`src/rtl/d8_mem_data_stage_pkg.sv`:
```
// d8_mem_data_stage_pkg: shared opcode constants, state encoding and default
// timeout for the dumb8 memory-access stage.
package d8_mem_data_stage_pkg;

  localparam logic [7:0] D8_OP_LD = 8'h07;
  localparam logic [7:0] D8_OP_ST = 8'h08;

  localparam int D8_TIMEOUT_DEFAULT = 15;

  typedef enum logic [1:0] {
    D8_MS_IDLE   = 2'd0,
    D8_MS_ACCESS = 2'd1,
    D8_MS_RESULT = 2'd2
  } d8_ms_e;

  // The store flag wins over the opcode, so an instruction is a load only
  // when it is not also flagged as a store.
  function automatic logic d8_is_load(input logic w, input logic [7:0] op,
                                      input logic [7:0] load_op);
    return !w && (op == load_op);
  endfunction

endpackage

```
`src/rtl/d8_mem_timeout.sv`:
```
// d8_mem_timeout: wait counter for one memory access. Flags expiry on the
// cycle that would be the TIMEOUT_CYCLES-th ACCESS cycle without an ack.
module d8_mem_timeout #(
  parameter int TIMEOUT_CYCLES = 15
) (
  input  logic sys_clk,
  input  logic sys_rst_n,
  input  logic start,
  input  logic active,
  input  logic ack,
  output logic expired
);

  localparam logic [7:0] LAST_CNT = 8'(TIMEOUT_CYCLES - 1);

  logic [7:0] cnt_q;
  logic [7:0] cnt_d;

  // Clear on entry to ACCESS, count every ACCESS cycle that has no ack.
  always_comb begin
    cnt_d = cnt_q;
    if (start) begin
      cnt_d = 8'h00;
    end else if (active && !ack) begin
      cnt_d = cnt_q + 8'd1;
    end
  end

  // Counter register with synchronous active-low reset.
  always_ff @(posedge sys_clk) begin
    if (!sys_rst_n) begin
      cnt_q <= 8'h00;
    end else begin
      cnt_q <= cnt_d;
    end
  end

  // An ack in the expiring cycle suppresses the timeout.
  assign expired = active && !ack && (cnt_q == LAST_CNT);

endmodule

```
`src/rtl/d8_mem_data_stage.sv`:
```
// d8_mem_data_stage: memory-access stage of the dumb8 core. One optional
// feature: define D8_MEM_TIMEOUT_EN to bound the wait for mem_ack.
module d8_mem_data_stage
  import d8_mem_data_stage_pkg::*;
#(
  parameter logic [7:0] LOAD_OP        = D8_OP_LD,
  parameter int         TIMEOUT_CYCLES = D8_TIMEOUT_DEFAULT
) (
  input  logic       sys_clk,
  input  logic       sys_rst_n,
  input  logic       in_valid,
  output logic       in_ready,
  input  logic [7:0] op,
  input  logic       w,
  input  logic [7:0] addr,
  input  logic [7:0] wdata,
  input  logic [2:0] rd_idx,
  output logic       mem_req,
  output logic       mem_we,
  output logic [7:0] mem_addr,
  output logic [7:0] mem_wdata,
  input  logic       mem_ack,
  input  logic [7:0] mem_rdata,
  output logic       out_valid,
  input  logic       out_ready,
  output logic [7:0] out_data,
  output logic [2:0] out_rd_idx,
  output logic       out_wb_en,
  output logic       out_err
);

  if (TIMEOUT_CYCLES < 1 || TIMEOUT_CYCLES > 255) begin : g_timeout_range
    $error("d8_mem_data_stage: TIMEOUT_CYCLES must be within 1..255");
  end

  d8_ms_e     state_q, state_d;
  logic       is_load_q, is_load_d;
  logic       mem_req_q, mem_req_d;
  logic       mem_we_q, mem_we_d;
  logic [7:0] mem_addr_q, mem_addr_d;
  logic [7:0] mem_wdata_q, mem_wdata_d;
  logic       out_valid_q, out_valid_d;
  logic [7:0] out_data_q, out_data_d;
  logic [2:0] out_rd_idx_q, out_rd_idx_d;
  logic       out_wb_en_q, out_wb_en_d;
  logic       out_err_q, out_err_d;

  logic accept;
  logic is_mem_op;
  logic enter_access;
  logic timeout_hit;

  assign accept       = (state_q == D8_MS_IDLE) && in_valid;
  assign is_mem_op    = w || (op == LOAD_OP);
  assign enter_access = accept && is_mem_op;

`ifdef D8_MEM_TIMEOUT_EN
  d8_mem_timeout #(
    .TIMEOUT_CYCLES(TIMEOUT_CYCLES)
  ) u_timeout (
    .sys_clk  (sys_clk),
    .sys_rst_n(sys_rst_n),
    .start    (enter_access),
    .active   (state_q == D8_MS_ACCESS),
    .ack      (mem_ack),
    .expired  (timeout_hit)
  );
`else
  assign timeout_hit = 1'b0;
`endif

  // Next-state and registered-output logic for IDLE -> ACCESS -> RESULT.
  always_comb begin
    state_d      = state_q;
    is_load_d    = is_load_q;
    mem_req_d    = mem_req_q;
    mem_we_d     = mem_we_q;
    mem_addr_d   = mem_addr_q;
    mem_wdata_d  = mem_wdata_q;
    out_valid_d  = out_valid_q;
    out_data_d   = out_data_q;
    out_rd_idx_d = out_rd_idx_q;
    out_wb_en_d  = out_wb_en_q;
    out_err_d    = out_err_q;
    case (state_q)
      D8_MS_IDLE: begin
        if (in_valid) begin
          is_load_d    = d8_is_load(w, op, LOAD_OP);
          mem_addr_d   = addr;
          mem_wdata_d  = wdata;
          out_rd_idx_d = rd_idx;
          out_err_d    = 1'b0;
          if (is_mem_op) begin
            state_d   = D8_MS_ACCESS;
            mem_req_d = 1'b1;
            mem_we_d  = w;
          end else begin
            state_d     = D8_MS_RESULT;
            out_valid_d = 1'b1;
            out_data_d  = 8'h00;
            out_wb_en_d = 1'b0;
          end
        end
      end
      D8_MS_ACCESS: begin
        if (mem_ack) begin
          state_d     = D8_MS_RESULT;
          mem_req_d   = 1'b0;
          mem_we_d    = 1'b0;
          out_valid_d = 1'b1;
          out_data_d  = is_load_q ? mem_rdata : 8'h00;
          out_wb_en_d = is_load_q;
        end else if (timeout_hit) begin
          state_d     = D8_MS_RESULT;
          mem_req_d   = 1'b0;
          mem_we_d    = 1'b0;
          out_valid_d = 1'b1;
          out_data_d  = 8'h00;
          out_wb_en_d = 1'b0;
          out_err_d   = 1'b1;
        end
      end
      D8_MS_RESULT: begin
        if (out_ready) begin
          state_d     = D8_MS_IDLE;
          out_valid_d = 1'b0;
          out_err_d   = 1'b0;
        end
      end
      default: begin
        state_d = D8_MS_IDLE;
      end
    endcase
  end

  // State and output registers; reset drops any access or pending beat.
  always_ff @(posedge sys_clk) begin
    if (!sys_rst_n) begin
      state_q      <= D8_MS_IDLE;
      is_load_q    <= 1'b0;
      mem_req_q    <= 1'b0;
      mem_we_q     <= 1'b0;
      mem_addr_q   <= 8'h00;
      mem_wdata_q  <= 8'h00;
      out_valid_q  <= 1'b0;
      out_data_q   <= 8'h00;
      out_rd_idx_q <= 3'd0;
      out_wb_en_q  <= 1'b0;
      out_err_q    <= 1'b0;
    end else begin
      state_q      <= state_d;
      is_load_q    <= is_load_d;
      mem_req_q    <= mem_req_d;
      mem_we_q     <= mem_we_d;
      mem_addr_q   <= mem_addr_d;
      mem_wdata_q  <= mem_wdata_d;
      out_valid_q  <= out_valid_d;
      out_data_q   <= out_data_d;
      out_rd_idx_q <= out_rd_idx_d;
      out_wb_en_q  <= out_wb_en_d;
      out_err_q    <= out_err_d;
    end
  end

  assign in_ready   = (state_q == D8_MS_IDLE);
  assign mem_req    = mem_req_q;
  assign mem_we     = mem_we_q;
  assign mem_addr   = mem_addr_q;
  assign mem_wdata  = mem_wdata_q;
  assign out_valid  = out_valid_q;
  assign out_data   = out_data_q;
  assign out_rd_idx = out_rd_idx_q;
  assign out_wb_en  = out_wb_en_q;
  assign out_err    = out_err_q;

endmodule

```
`config.mk`:
```
export PLATFORM = sky130hd
export DESIGN_NAME = d8_mem_data_stage
export DESIGN_NICKNAME = d
export VERILOG_FILES = /design/src/rtl/d8_mem_data_stage_pkg.sv /design/src/rtl/d8_mem_timeout.sv /design/src/rtl/d8_mem_data_stage.sv
export SDC_FILE = /design/constraint.sdc
export NUM_CORES = 1
export LEC_CHECK = 0
export ABC_AREA = 1
export CAP_MARGIN = 20
export CELL_PAD_IN_SITES_DETAIL_PLACEMENT = 1
export CELL_PAD_IN_SITES_GLOBAL_PLACEMENT = 1
export CORE_ASPECT_RATIO = 0.75
export CORE_MARGIN = 4
export CORE_UTILIZATION = 27
export CTS_CLUSTER_DIAMETER = 30
export DETAILED_ROUTE_END_ITERATION = 7
export PLACE_DENSITY = 0.79
export SETUP_SLACK_MARGIN = 0.4
export SLEW_MARGIN = 5
export SYNTH_ARGS = -nofsm -noshare
export SYNTH_HDL_FRONTEND = slang
export SYNTH_SLANG_ARGS = --single-unit
export TNS_END_PERCENT = 100
```
`constraint.sdc`:
```
create_clock -name sys_clk -period 2.2 [get_ports sys_clk]
set_clock_uncertainty 0.15 [all_clocks]
set_input_delay 0.33 -clock sys_clk [delete_from_list [all_inputs] [get_ports sys_clk]]
set_output_delay 0.33 -clock sys_clk [all_outputs]
set_load 0.1 [all_outputs]
```
======== After elaboration in Yosys (flattened, before gate mapping) ========
Index checks and enable logic that the tools add are counted.
word-level totals
  bits in registers ....................... 35
  bits in latches ......................... 0
  bits in writable memories ............... 0
  memory bits (read-only) ................. 0
  input port bits ......................... 41
  output and inout bits ................... 33
  logic and storage cells ................. 60
  memories ................................ 0
operators by class
  add/subtract/negate cells ............... 0
  multipliers ............................. 0
  div/mod/pow operators ................... 0
  magnitude comparators ................... 0
  equal/unequal tests ..................... 8
  shift operators ......................... 0
  multiplexer cells ....................... 28
  bitwise logic cells ..................... 0
  reduce and logical (&&, ||, !) cells .... 13
operators by type and width
  cell                                                             number
  8-bit 2-to-1 mux                                                 4
  8-bit one-hot mux with 2 select lines                            1
  1-bit 2-to-1 mux                                                 13
  8-bit by 3-bit == test with 1-bit output, second input constant  1
  2-bit 2-to-1 mux                                                 4
  2-bit != test, second input constant                             4
  1-bit one-hot mux with 2 select lines                            4
  4-bit AND reduction                                              2
  2-bit one-hot mux with 3 select lines                            1
  3-bit AND reduction                                              2
  5-bit AND reduction                                              1
  2-bit nonzero test                                               2
  1-bit one-hot mux with 3 select lines                            1
  3-bit nonzero test                                               1
  2-bit by 1-bit == test with 1-bit output, second input constant  1
  2-bit == test, second input constant                             1
  2-bit logical NOT                                                1
  2-bit by 1-bit != test with 1-bit output, second input constant  1
  2-bit AND reduction                                              1
  1-bit logical AND                                                1
  1-bit logical NOT                                                1
  1-bit logical OR                                                 1

======== Longest topological paths before layout ========
  depth in word-level cells ............... 5
  mapped depth ............................ 10
  depth with buffers taken out ............ 9

======== Worst setup path before layout ========
No wires, ideal clock.
  path type ............................... register to register
  start point ............................. register state_q[1]
  end point ............................... register out_wb_en_q (netlist: out_wb_en)
  library setup time ...................... 0.067 ns
  arrival ................................. 1.912 ns
  required time ........................... 1.983 ns
  slack ................................... 0.071 ns
  cell stages (with the launch flop) ...... 9
  buffers on the path ..................... 1
  clock period less this slack ............ 2.129 ns
  cell sequence ........................... dfxtp_1 -> nor2_2 -> nand2_2 -> nand2_2 -> nor2_2 -> nand2_2 -> buf_6 -> nand2_1 -> a21oi_2
on the way
  word-level cells in the longest chain between the ends .. 3
  elaborated cells between the ends (all ways) .. 8
  those cells by class .................... 4 x eq/ne; 1 x mux; 3 x reduce/logical
ends and longest elaborated chain
  item                                                                  line                      source
  start: declaration                                                    d8_mem_data_stage.sv:36   d8_ms_e state_q, state_d;
  start signal: assignment                                              d8_mem_data_stage.sv:151  state_q <= state_d;
  2-bit logical NOT (*)                                                 n/a
  via in_ready                                                          d8_mem_data_stage.sv:12   output logic in_ready,
  2-bit != test (no line) / 2-bit nonzero test (equally long branches)  n/a
  4-bit AND reduction (no line)                                         n/a
  end signal: assignment                                                d8_mem_data_stage.sv:160  out_wb_en_q <= out_wb_en_d;
  end: declaration                                                      d8_mem_data_stage.sv:45   logic out_wb_en_q, out_wb_en_d;
The timed path passes the listed nets; every way through them passes the cells marked *.
A chain may end at the register's enable or synchronous reset.

======== Worst setup path in the final report ========
  start point ............................. register state_q[1]
  end point ............................... output port in_ready
on the way
  word-level cells in the longest chain between the ends .. 1
ends and longest elaborated chain
  item               line                      source
  2-bit logical NOT  d8_mem_data_stage.sv:165  assign in_ready = (state_q == D8_MS_IDLE);
  end: declaration   d8_mem_data_stage.sv:12
Every way passes these cells.

==> flow_summary.yaml <==
outcome:
  status: "finished clean"
placed_design:
  dp_hpwl_um: 3050
  dp.cells: 308
  portBuffers: 72
  place.gp.congestion: 0.687
critical_path:
  critPathLaunch: "state_q[1]"
  crit_end: "in_ready"
  r2r.worst_path.cells: 8
  arrival_ns: 1.07
  rr_startpoint: "state_q[1]"
  path_class: "flop to output port"
  crit_path_max_fanout: 5
  start_kind: "flop"
  r2r-end: "out_data[5]"
  required_ns: 1.72
  critPathCaptureType: "output port"
  r2r_slack_ns: 0.66
global_routing:
  grt_remaining_overflow: 0
  grt_pass1_wl_um: 6400
  antenna_found_initial: 0
  grt_util_all_layers: 0.132
  grt_max_degree: 20
  grt_pass1_vias: 1353
logic_synthesis:
  avgSynthCellArea_um2: 7.32
  ys_ff_latch: 34
  seq_area_frac_synth: 0.506
  yosysWarningCount: 0
  synth_mux_area_frac: 0
  synthAdderAreaFrac: 0
  synth_top_family_by_area: "simple AND/OR/NAND/NOR gates"
  synth_xor_area_frac: 0
  synth_area_um2: 1350
  syn_inst: 184
  yosys.area_share.simple: 0.283
  synth-compound-area-share: 0.133
  ys_types: 21
  syn-num-nets: 225
pwr:
  ir_drop_mv: 0.436
  p_leak_nw: 0.971
  powerDensity_nw_per_um2: 908
die:
  die_height_um: 69.2
  ios: 74
  dieArea_um2: 6190
  core_region_area_um2: 4620
  die_x_um: 89.5
  rows: 21
  start_util: 0.291
clock_network:
  hold_buffers: 0
  cts_root_buffer: "clkbuf_8"
  cts_tree: "built"
  post-cts-setup-buffer-count: 0
  clock_latency_ns: 0.28
  cts_buffers: 5
  clk_pin_slew_ns: 0.06
  post_cts_resized: 0
  cts.sinks: 34
  clock_path_buffers: 2
  h-tree-depth: 2
route:
  drt_wl_total_um: 3940
  dr.pass1.iters: 4
  via_per_inst: 4.29
  num_vias: 1356
  wl_per_cell_um: 12.5
  drc: 0
  drtAntennaViolNets: 0
  drtIter0Drc: 32
layout:
  seq_area_um2: 681
  multi_input_area_um2: 569
  final_nets: 299
  drive_gt1_frac: 0.208
  num_antenna_cells: 0
  area_growth_pct: 60.4
  nFillCells: 573
  stdcell_count: 316
sta:
  max_freq_mhz: 643
  hold_slack_ns: 0.308
  hold_violations: 0
  period_needed_ns: 1.55
  rsz0062_at_grt: "false"
  finalCritPeriodShare: 0.707
  setup_viol: 0
  finalSetupTns_ns: 0
  finalMaxSlewViolations: 0
flow_run:
  drv_cap: 0
worst_hold_path:
  hold_path_class: "flop to flop"
-- metal layers --
layer	up-vias	share of wire	GRT usage
met1	587	0.45	0.171
met4	0	0.0079	0.0397
met2	42	0.45	0.201
li1	722	-	-
met3	5	0.082	0.0500
met5	-	0	0
-- worst min-delay path by stage --
| stage | slack, ns | depth (start not counted) | end | start |
|---|---|---|---|---|
| 2_1_floorplan | 0.31 | 2 | mem_addr[2] | addr[2] |
| 3_3_place_gp | 0.30 | 2 | mem_we | mem_we |
| 3_5_place_dp | 0.30 | 2 | mem_req | mem_req |
| 4_1_cts | 0.31 | 2 | mem_req | mem_req |
| 5_1_grt | 0.34 | 2 | mem_req | mem_req |
| 6_report | 0.31 | 2 | mem_req | mem_req |
-- layout make-up --
cell class,count,share of cell area
inverters,15,0.0261
clock buffers,7,0.0353
well taps,57,0.0330
clock inverters,1,0.0139
flip-flops and latches,34,0.315
multi-input cells,127,0.264
repair buffers,75,0.313
-- metrics by stage --
step	worst slack, ns	power (mW)	utilization	cell area [um2]
finish	0.645	1.96	0.467	2160
global route	0.493	2.06	0.467	2160
CTS	0.630	1.99	0.467	2160
detailed placement	0.356	1.42	0.444	2050
global placement	0.364	1.42	0.444	2050
floorplan	0.416	1.22	-	1350
-- Yosys cell counts --
cell type  count  share of area
clkbuf_1       3         0.0084
o21ai_0       19          0.071
inv_2          3         0.0084
o21ai_1        1         0.0037
buf_4          1         0.0056
nor2_2         4          0.019
conb_1         1         0.0028
nand3b_1       1         0.0056
nand3_1        4          0.015
inv_1         12          0.033
buf_2          2         0.0074
clkbuf_2       1         0.0037
buf_6          1         0.0084
nand2_1       32          0.089
nand3_2        1         0.0074
nor2_1        43           0.12
nand4_1        2         0.0093
a21oi_1       14          0.052
nand2_2        4          0.019
dfxtp_1       34           0.51
a21oi_2        1         0.0065
-- where the power goes --
part	total (mW)	switching [mW]	internal, mW
logic	0.701	0.515	0.186
clock network	0.557	0.219	0.339
registers	0.702	0.0324	0.669
total	1.96	0.766	1.19
-- cell families after synthesis --
family | count (synthesis)
AO/OA/AOI/OAI | 35
AND/OR/NAND/NOR | 91
other | 1
flip-flops | 34
buffers and inverters | 23
-- cells in the final DEF (no fill, tap or decap) --
master,synthesis,routed
nor2_1,43,43
nand3_2,1,1
nand3_1,4,4
buf_12,0,1
a21oi_1,14,14
buf_4,1,34
bufinv_16,0,1
inv_2,3,3
clkdlybuf4s50_1,0,40
o21ai_0,19,19
a21oi_2,1,1
o21ai_1,1,1
conb_1,1,1
inv_1,12,12
nand2_2,4,4
nand3b_1,1,1
dfxtp_1,34,34
nand2_1,32,32
clkbuf_8,0,5
nor2_2,4,3
clkbuf_1,3,2
nand4_1,2,2
nor2_4,0,1
-- critical path, stage by stage, from the launching register on --
cell and delay (ns):
dfxtp_1 0.38, nor2_4 0.22, buf_12 0.20
-- sequential cells by signal, indices dropped and copies added, names as in the netlist --
name	cells
out_wb_en	1
out_valid	1
mem_req	1
out_rd_idx	3
mem_we	1
mem_wdata	8
mem_addr	8
out_data	8
is_load_q	1
state_q	2
No activity file was read; power rests on OpenSTA's default activity.
